**src/rtl/mainfsm_if.sv**
```systemverilog
// Control interface between the multicycle ARM main FSM and its datapath.
// The controller is the master: it takes instruction fields and drives enables, selects and state.
interface mainfsm_if;
    localparam int unsigned OP_W    = 2;
    localparam int unsigned FUNCT_W = 6;
    localparam int unsigned SEL_W   = 2;
    localparam int unsigned STATE_W = 4;

    logic [OP_W-1:0]    Op;
    logic [FUNCT_W-1:0] Funct;
    logic               IRWrite;
    logic               AdrSrc;
    logic [SEL_W-1:0]   ALUSrcA;
    logic [SEL_W-1:0]   ALUSrcB;
    logic [SEL_W-1:0]   ResultSrc;
    logic               NextPC;
    logic               RegW;
    logic               MemW;
    logic               Branch;
    logic               ALUOp;
    logic [STATE_W-1:0] state;

    modport master (
        input  Op, Funct,
        output IRWrite, AdrSrc, ALUSrcA, ALUSrcB, ResultSrc,
               NextPC, RegW, MemW, Branch, ALUOp, state
    );

    modport slave (
        output Op, Funct,
        input  IRWrite, AdrSrc, ALUSrcA, ALUSrcB, ResultSrc,
               NextPC, RegW, MemW, Branch, ALUOp, state
    );
endinterface

```
**src/rtl/mainfsm.sv**
```systemverilog
// Moore main controller for the multicycle ARM datapath.
// Outputs are registered from the next-state decode, so they follow the state register exactly.
module mainfsm (
    input  logic      clk,
    input  logic      reset,
    mainfsm_if.master bus
);
    typedef enum logic [3:0] {
        FETCH    = 4'd0,
        DECODE   = 4'd1,
        MEMADR   = 4'd2,
        MEMRD    = 4'd3,
        MEMWB    = 4'd4,
        MEMWR    = 4'd5,
        EXECUTER = 4'd6,
        EXECUTEI = 4'd7,
        ALUWB    = 4'd8,
        BRANCH   = 4'd9,
        UNKNOWN  = 4'd10
    } state_t;

    typedef struct packed {
        logic       ir_write;
        logic       adr_src;
        logic [1:0] alu_src_a;
        logic [1:0] alu_src_b;
        logic [1:0] result_src;
        logic       next_pc;
        logic       reg_w;
        logic       mem_w;
        logic       branch;
        logic       alu_op;
    } ctrl_t;

    state_t state_q, state_d;
    ctrl_t  ctrl_q,  ctrl_d;

    // Only I (bit 5) and L/S (bit 0) steer sequencing; cmd/S bits belong to the ALU decoder.
    logic funct_unused;
    assign funct_unused = ^bus.Funct[4:1];

    function automatic ctrl_t decode(input state_t s);
        ctrl_t c;
        c = '0;
        case (s)
            FETCH: begin
                c.ir_write   = 1'b1;
                c.next_pc    = 1'b1;
                c.alu_src_a  = 2'b01;
                c.alu_src_b  = 2'b10;
                c.result_src = 2'b10;
            end
            DECODE: begin
                c.alu_src_a  = 2'b01;
                c.alu_src_b  = 2'b10;
                c.result_src = 2'b10;
            end
            MEMADR: begin
                c.alu_src_b  = 2'b01;
            end
            MEMRD: begin
                c.adr_src    = 1'b1;
            end
            MEMWB: begin
                c.result_src = 2'b01;
                c.reg_w      = 1'b1;
            end
            MEMWR: begin
                c.adr_src    = 1'b1;
                c.mem_w      = 1'b1;
            end
            EXECUTER: begin
                c.alu_op     = 1'b1;
            end
            EXECUTEI: begin
                c.alu_src_b  = 2'b01;
                c.alu_op     = 1'b1;
            end
            ALUWB: begin
                c.reg_w      = 1'b1;
            end
            BRANCH: begin
                c.alu_src_a  = 2'b10;
                c.alu_src_b  = 2'b01;
                c.result_src = 2'b10;
                c.branch     = 1'b1;
            end
            default: ;
        endcase
        return c;
    endfunction

    // Next state plus the output decode that will be registered with it.
    always_comb begin
        state_d = FETCH;
        case (state_q)
            FETCH:    state_d = DECODE;
            DECODE: begin
                case (bus.Op)
                    2'b00:   state_d = bus.Funct[5] ? EXECUTEI : EXECUTER;
                    2'b01:   state_d = MEMADR;
                    2'b10:   state_d = BRANCH;
                    default: state_d = UNKNOWN;
                endcase
            end
            MEMADR:   state_d = bus.Funct[0] ? MEMRD : MEMWR;
            MEMRD:    state_d = MEMWB;
            EXECUTER: state_d = ALUWB;
            EXECUTEI: state_d = ALUWB;
            default:  state_d = FETCH;
        endcase
        ctrl_d = decode(state_d);
    end

    always_ff @(posedge clk or posedge reset) begin
        if (reset) begin
            state_q <= FETCH;
            ctrl_q  <= decode(FETCH);
        end else begin
            state_q <= state_d;
            ctrl_q  <= ctrl_d;
        end
    end

    assign bus.IRWrite   = ctrl_q.ir_write;
    assign bus.AdrSrc    = ctrl_q.adr_src;
    assign bus.ALUSrcA   = ctrl_q.alu_src_a;
    assign bus.ALUSrcB   = ctrl_q.alu_src_b;
    assign bus.ResultSrc = ctrl_q.result_src;
    assign bus.NextPC    = ctrl_q.next_pc;
    assign bus.RegW      = ctrl_q.reg_w;
    assign bus.MemW      = ctrl_q.mem_w;
    assign bus.Branch    = ctrl_q.branch;
    assign bus.ALUOp     = ctrl_q.alu_op;
    assign bus.state     = state_q;
endmodule

```
**src/flat_wrapper.sv**
```systemverilog
// flat-port wrapper written by rule: the top's interface ports become plain ports
module mainfsm_flat 
  (clk, reset, bus_Op, bus_Funct, bus_IRWrite, bus_AdrSrc, bus_ALUSrcA, bus_ALUSrcB, bus_ResultSrc, bus_NextPC, bus_RegW, bus_MemW, bus_Branch, bus_ALUOp, bus_state);
  mainfsm_if bus_i ();
  input  logic clk;
  input  logic reset;
  input wire logic [$bits(bus_i.Op)-1:0] bus_Op;
  input wire logic [$bits(bus_i.Funct)-1:0] bus_Funct;
  output wire logic [$bits(bus_i.IRWrite)-1:0] bus_IRWrite;
  output wire logic [$bits(bus_i.AdrSrc)-1:0] bus_AdrSrc;
  output wire logic [$bits(bus_i.ALUSrcA)-1:0] bus_ALUSrcA;
  output wire logic [$bits(bus_i.ALUSrcB)-1:0] bus_ALUSrcB;
  output wire logic [$bits(bus_i.ResultSrc)-1:0] bus_ResultSrc;
  output wire logic [$bits(bus_i.NextPC)-1:0] bus_NextPC;
  output wire logic [$bits(bus_i.RegW)-1:0] bus_RegW;
  output wire logic [$bits(bus_i.MemW)-1:0] bus_MemW;
  output wire logic [$bits(bus_i.Branch)-1:0] bus_Branch;
  output wire logic [$bits(bus_i.ALUOp)-1:0] bus_ALUOp;
  output wire logic [$bits(bus_i.state)-1:0] bus_state;
  assign bus_i.Op = bus_Op;
  assign bus_i.Funct = bus_Funct;
  assign bus_IRWrite = bus_i.IRWrite;
  assign bus_AdrSrc = bus_i.AdrSrc;
  assign bus_ALUSrcA = bus_i.ALUSrcA;
  assign bus_ALUSrcB = bus_i.ALUSrcB;
  assign bus_ResultSrc = bus_i.ResultSrc;
  assign bus_NextPC = bus_i.NextPC;
  assign bus_RegW = bus_i.RegW;
  assign bus_MemW = bus_i.MemW;
  assign bus_Branch = bus_i.Branch;
  assign bus_ALUOp = bus_i.ALUOp;
  assign bus_state = bus_i.state;
  mainfsm u_core (.clk(clk), .reset(reset), .bus(bus_i));
endmodule
```
**config.mk**
```make
export PLATFORM = sky130hd
export DESIGN_NAME = mainfsm_flat
export DESIGN_NICKNAME = d
export VERILOG_FILES = /design/src/rtl/mainfsm_if.sv /design/src/rtl/mainfsm.sv /design/src/flat_wrapper.sv
export SDC_FILE = /design/constraint.sdc
export NUM_CORES = 1
export LEC_CHECK = 0
export CORE_MARGIN = 2
export CORE_UTILIZATION = 40
export DETAILED_ROUTE_END_ITERATION = 7
export GPL_TIMING_DRIVEN = 0
export PLACE_DENSITY = 0.77
export SYNTH_ARGS = -nofsm -noshare
export SYNTH_HDL_FRONTEND = slang
export SYNTH_SLANG_ARGS = --single-unit
```
**constraint.sdc**
```tcl
create_clock -name clk -period 2.1 [get_ports clk]
set_input_delay 0.42 -clock clk [delete_from_list [all_inputs] [get_ports clk]]
set_output_delay 0.42 -clock clk [all_outputs]
set_load 0.02 [all_outputs]
```
# Yosys cells after proc, flatten, opt, wreduce, memory -nomap -nowiden
# Cells that the tools add are included.
classes:
  add_sub_neg: 0
  multipliers: 0
  div_mod_pow: 0
  order_cmp: 0
  eq_ne: 16
  shift: 0
  muxes: 13
  bitwise: 0
  n_reduce_logical: 10
ops:
  columns: ["operator", "n"]
  rows:
  - ["4-bit by 3-bit == test with 1-bit output (second input constant)", 6]
  - ["4-bit case mux with 5 select lines", 1]
  - ["4-bit by 2-bit == test with 1-bit output (second input constant)", 4]
  - ["2-bit case mux with 2 select lines", 3]
  - ["4-bit case mux with 3 select lines", 1]
  - ["2-bit OR reduction", 5]
  - ["4-bit by 1-bit == test with 1-bit output (second input constant)", 2]
  - ["4-bit == test (second input constant)", 2]
  - ["4-bit logical NOT", 2]
  - ["1-bit 2-to-1 mux", 7]
  - ["3-bit OR reduction", 2]
  - ["3-bit 2-to-1 mux", 1]
  - ["2-bit by 1-bit == test with 1-bit output (second input constant)", 1]
  - ["2-bit == test (second input constant)", 1]
  - ["2-bit logical NOT", 1]
word_totals:
  ff_bits: 16
  latch_bits: 0
  mem_bits_rw: 0
  mem_bits_ro: 0
  in_bits: 10
  out_inout_bits: 17
  word_cells: 49
  n_memories: 0

# Depth between registers and ports, before layout
depth:
  word_depth: 6
  depth_mapped: 6
  ltp_nobuf: 5

# Worst setup path before layout
# OpenSTA, ideal clock, no wires.
synth_path:
  path_kind: "flip-flop to flip-flop"
  start: "register u_core.state_q[0] (netlist: u_core.bus.state[0])"
  end: "register u_core.ctrl_q, in the netlist u_core.bus.ALUSrcB[0]"
  setup_ns: 0.069
  t_arrival_ns: 1.295
  required_time_ns: 2.031
  slack_ns: 0.736
  path_stages_with_launch: 6
  path_buffers: 1
  period_less_slack_ns: 1.364
  cell_sequence: "dfrtp_1 -> buf_4 -> nor3b_2 -> a2111oi_2 -> nand4_1 -> nand3_1"
synth_rtl:
  columns: ["element", "line_no", "source"]
  rows:
  - ["start: declaration", "mainfsm.sv:35", "state_t state_q, state_d;"]
  - ["start signal: assignment", "mainfsm.sv:120", "state_q <= state_d;"]
  - ["end signal: assignment", "mainfsm.sv:118", "ctrl_q <= decode(FETCH);"]
  - ["end signal: assignment", "mainfsm.sv:121", "ctrl_q <= ctrl_d;"]
  - ["end: declaration", "mainfsm.sv:36", "ctrl_t ctrl_q, ctrl_d;"]

==> flow_summary.yaml <==
final_layout:
  drive_gt1_share_pct: 19.05
  antenna_cells: 0
  most-common-layout-cells: "clkdlybuf4s50_1, dfrtp_1, inv_1"
  syn2layout_area_growth_pct: 40.26
  final_nets: 95
  final_common_cell: "clkdlybuf4s50_1"
  final_cell_area_um2: 928.4
worst_setup_path:
  r2r_slack_ns: 0.74
  timing_worst_setup_path_type: "reg2out"
  r2r_cells: 5
  r2r_start: "u_core.bus.state[0]$_DFF_PP0_"
  r2r_end: "u_core.bus.ALUSrcB[0]$_DFF_PP0_"
  cp-endpoint: "bus_NextPC"
  crit_required_ns: 1.68
  endpoint_kind: "output pin"
  arrival_ns: 1.49
  startpoint_type: "flip-flop"
  cp-startpoint: "u_core.bus.IRWrite$_DFF_PP1_"
  worstPathMaxFanout: 2
synth:
  synthCells: 58
  syn_nets: 68
  synth_cell_type_count: 27
  ys_ff_latch: 15
  synth_ff_type: "dfrtp_1"
  syn_area_per_cell_um2: 11.41
  synth_top_cell_area_share_pct: 41.59
  yosysWarnings: 0
  yosysTopAreaCell: "dfrtp_1"
  ys_seq_area_share_pct: 57.47
  synthesis.area_um2: 661.9
  synth_area_leaders: "dfrtp_1, dfstp_2, a21o_1, buf_4, inv_1"
  synth_edf_count: 0
  async_flop_share_pct: 100.0
pwr:
  p_leak_nw: 0.4302
  cellPowerDensity_nw_per_um2: 1574
  ir_drop_mv: 0.7531
  finalPower_mw: 1.462
sta:
  min_period_over_period_pct: 90.81
  setup_violations: 0
  final-hold-violation-count: 0
  max_freq_ghz: 0.5244
  tns_ns: 0
  relSlewSlack_pct: 63.95
  fin_crit_ns: 1.907
  rsz0062_at_grt: "no"
  tightest_slew_ns: 0.5402
  setup_ws_ns: 0.1929
  fin_skew_ns: 0.003687
  slew_violations: 0
clock_network:
  clkTransAtPathRegs_ns: 0.08
  cts-buffers-inserted: 3
  clock-root-buffer: "clkbuf_4"
  cts-resized-gates: 0
  clk_latency_ns: 0.28
  cts_hold_buf: 0
  cts_tree: "done"
  clockBufferDepth: 2
  post_cts_buffers: 0
  cts.htree.levels: 1
  clkSinkCount: 15
die:
  rows: 14
  die_w_um: 44.68
  pin_count: 27
  die_h_um: 44.68
  fp.dieArea_um2: 1996
  initial_utilization_pct: 43.43
  core_area_um2: 1524
global_route:
  grt_pass1_wl_um: 1966
  antenna_found_initial: 0
  grt_start_max_net_pins: 16
  grt_use_total_pct: 14.71
  grt_pass1_vias: 447
  overflow: 0
status:
  status: "finished, final reports clean"
placed_design:
  dp_slack_ns: 0.2425
  placed_cell_area_um2: 902.1
  port_buffers: 22
  gp_congestion: 0.8620
  dp_hpwl_um: 883.3
route:
  drc: 0
  wire_per_inst_um: 11.84
  drtIter0Drc: 9
  via_count: 507
  totalWireLength_um: 1184
  vias_per_cell: 5.070
  dr.pass1.iters: 4
  ant_nets: 0
job:
  cap_violations: 0
worst_hold_path:
  min_path_type: "in2async"
## flip-flops by register name (all words and copies together) (netlist names)
register and flops:
u_core.bus.ResultSrc 2, u_core.bus.ALUOp 1, u_core.bus.state 4, u_core.bus.RegW 1, u_core.bus.MemW 1, u_core.bus.AdrSrc 1
u_core.bus.ALUSrcB 2, u_core.bus.ALUSrcA 2, u_core.bus.IRWrite 1
## Yosys cell counts (all sizes together) (2+ instances only)
cell and count:
dfstp 4, or2 2, a21o 4, dfrtp 11, and2 3, nor2 2, nand4 3, nand3 2
buf 3, inv 6, nor3 3
## cell type report
type                            count  area [um^2]
Buffer                              3        22.52
Clock buffer                        4        26.28
Fill cell                         138        595.6
Inverter                            6        22.52
Multi-Input combinational cell     34        236.5
Sequential cell                    15        380.4
Tap cell                           16        20.02
Timing Repair Buffer               22        220.2
## stage by stage
stage | hold WS (ns) | utilization (%) | cells
detailed placement | 0.5846 | 59.20 | 96
finish | 0.4812 | 60.92 | 100
global route | 0.5287 | 60.92 | 100
floorplan | 0.3186 | - | 58
CTS | 0.5000 | 60.92 | 100
global placement | 0.5702 | 59.20 | 96
## routing by layer
| layer | vias to the layer above | GRT usage, % | part of all wire, % |
|---|---|---|---|
| li1 | 251 | - | - |
| met5 | - | 0 | 0 |
| met2 | 20 | 20.58 | 47 |
| met3 | 4 | 3.673 | 5.2 |
| met4 | 0 | 14.55 | 3.5 |
| met1 | 232 | 17.88 | 45 |
## worst min path at each step
stage,to,depth (start not counted)
3_5_place_dp,u_core.bus.AdrSrc$_DFF_PP0_,2
2_1_floorplan,u_core.bus.ALUOp$_DFF_PP0_,1
4_1_cts,u_core.bus.ALUOp$_DFF_PP0_,2
3_3_place_gp,u_core.bus.RegW$_DFF_PP0_,1
6_report,u_core.bus.state[3]$_DFF_PP0_,2
5_1_grt,u_core.bus.RegW$_DFF_PP0_,2
## report_power, final
group | switching [mW] | internal (mW)
sequential | 0.0746 | 0.427
clock | 0.0852 | 0.0737
combinational | 0.404 | 0.397
total | 0.564 | 0.898
## logic make-up (layout without fill, tap and decap cells)
group,Yosys count,count (layout),synth area share (%)
AO/OA/AOI/OAI,10,10,12.48
buffers and inverters,9,35,6.805
flip-flops,15,15,57.47
AND/OR/NAND/NOR,24,24,23.25
## worst max-delay path, cell delays in order (launching register included)
cell	delay [ns]
dfstp_2	0.54
buf_4	0.09
clkdlybuf4s50_1	0.58
No activity file was read; power rests on OpenSTA's default activity.
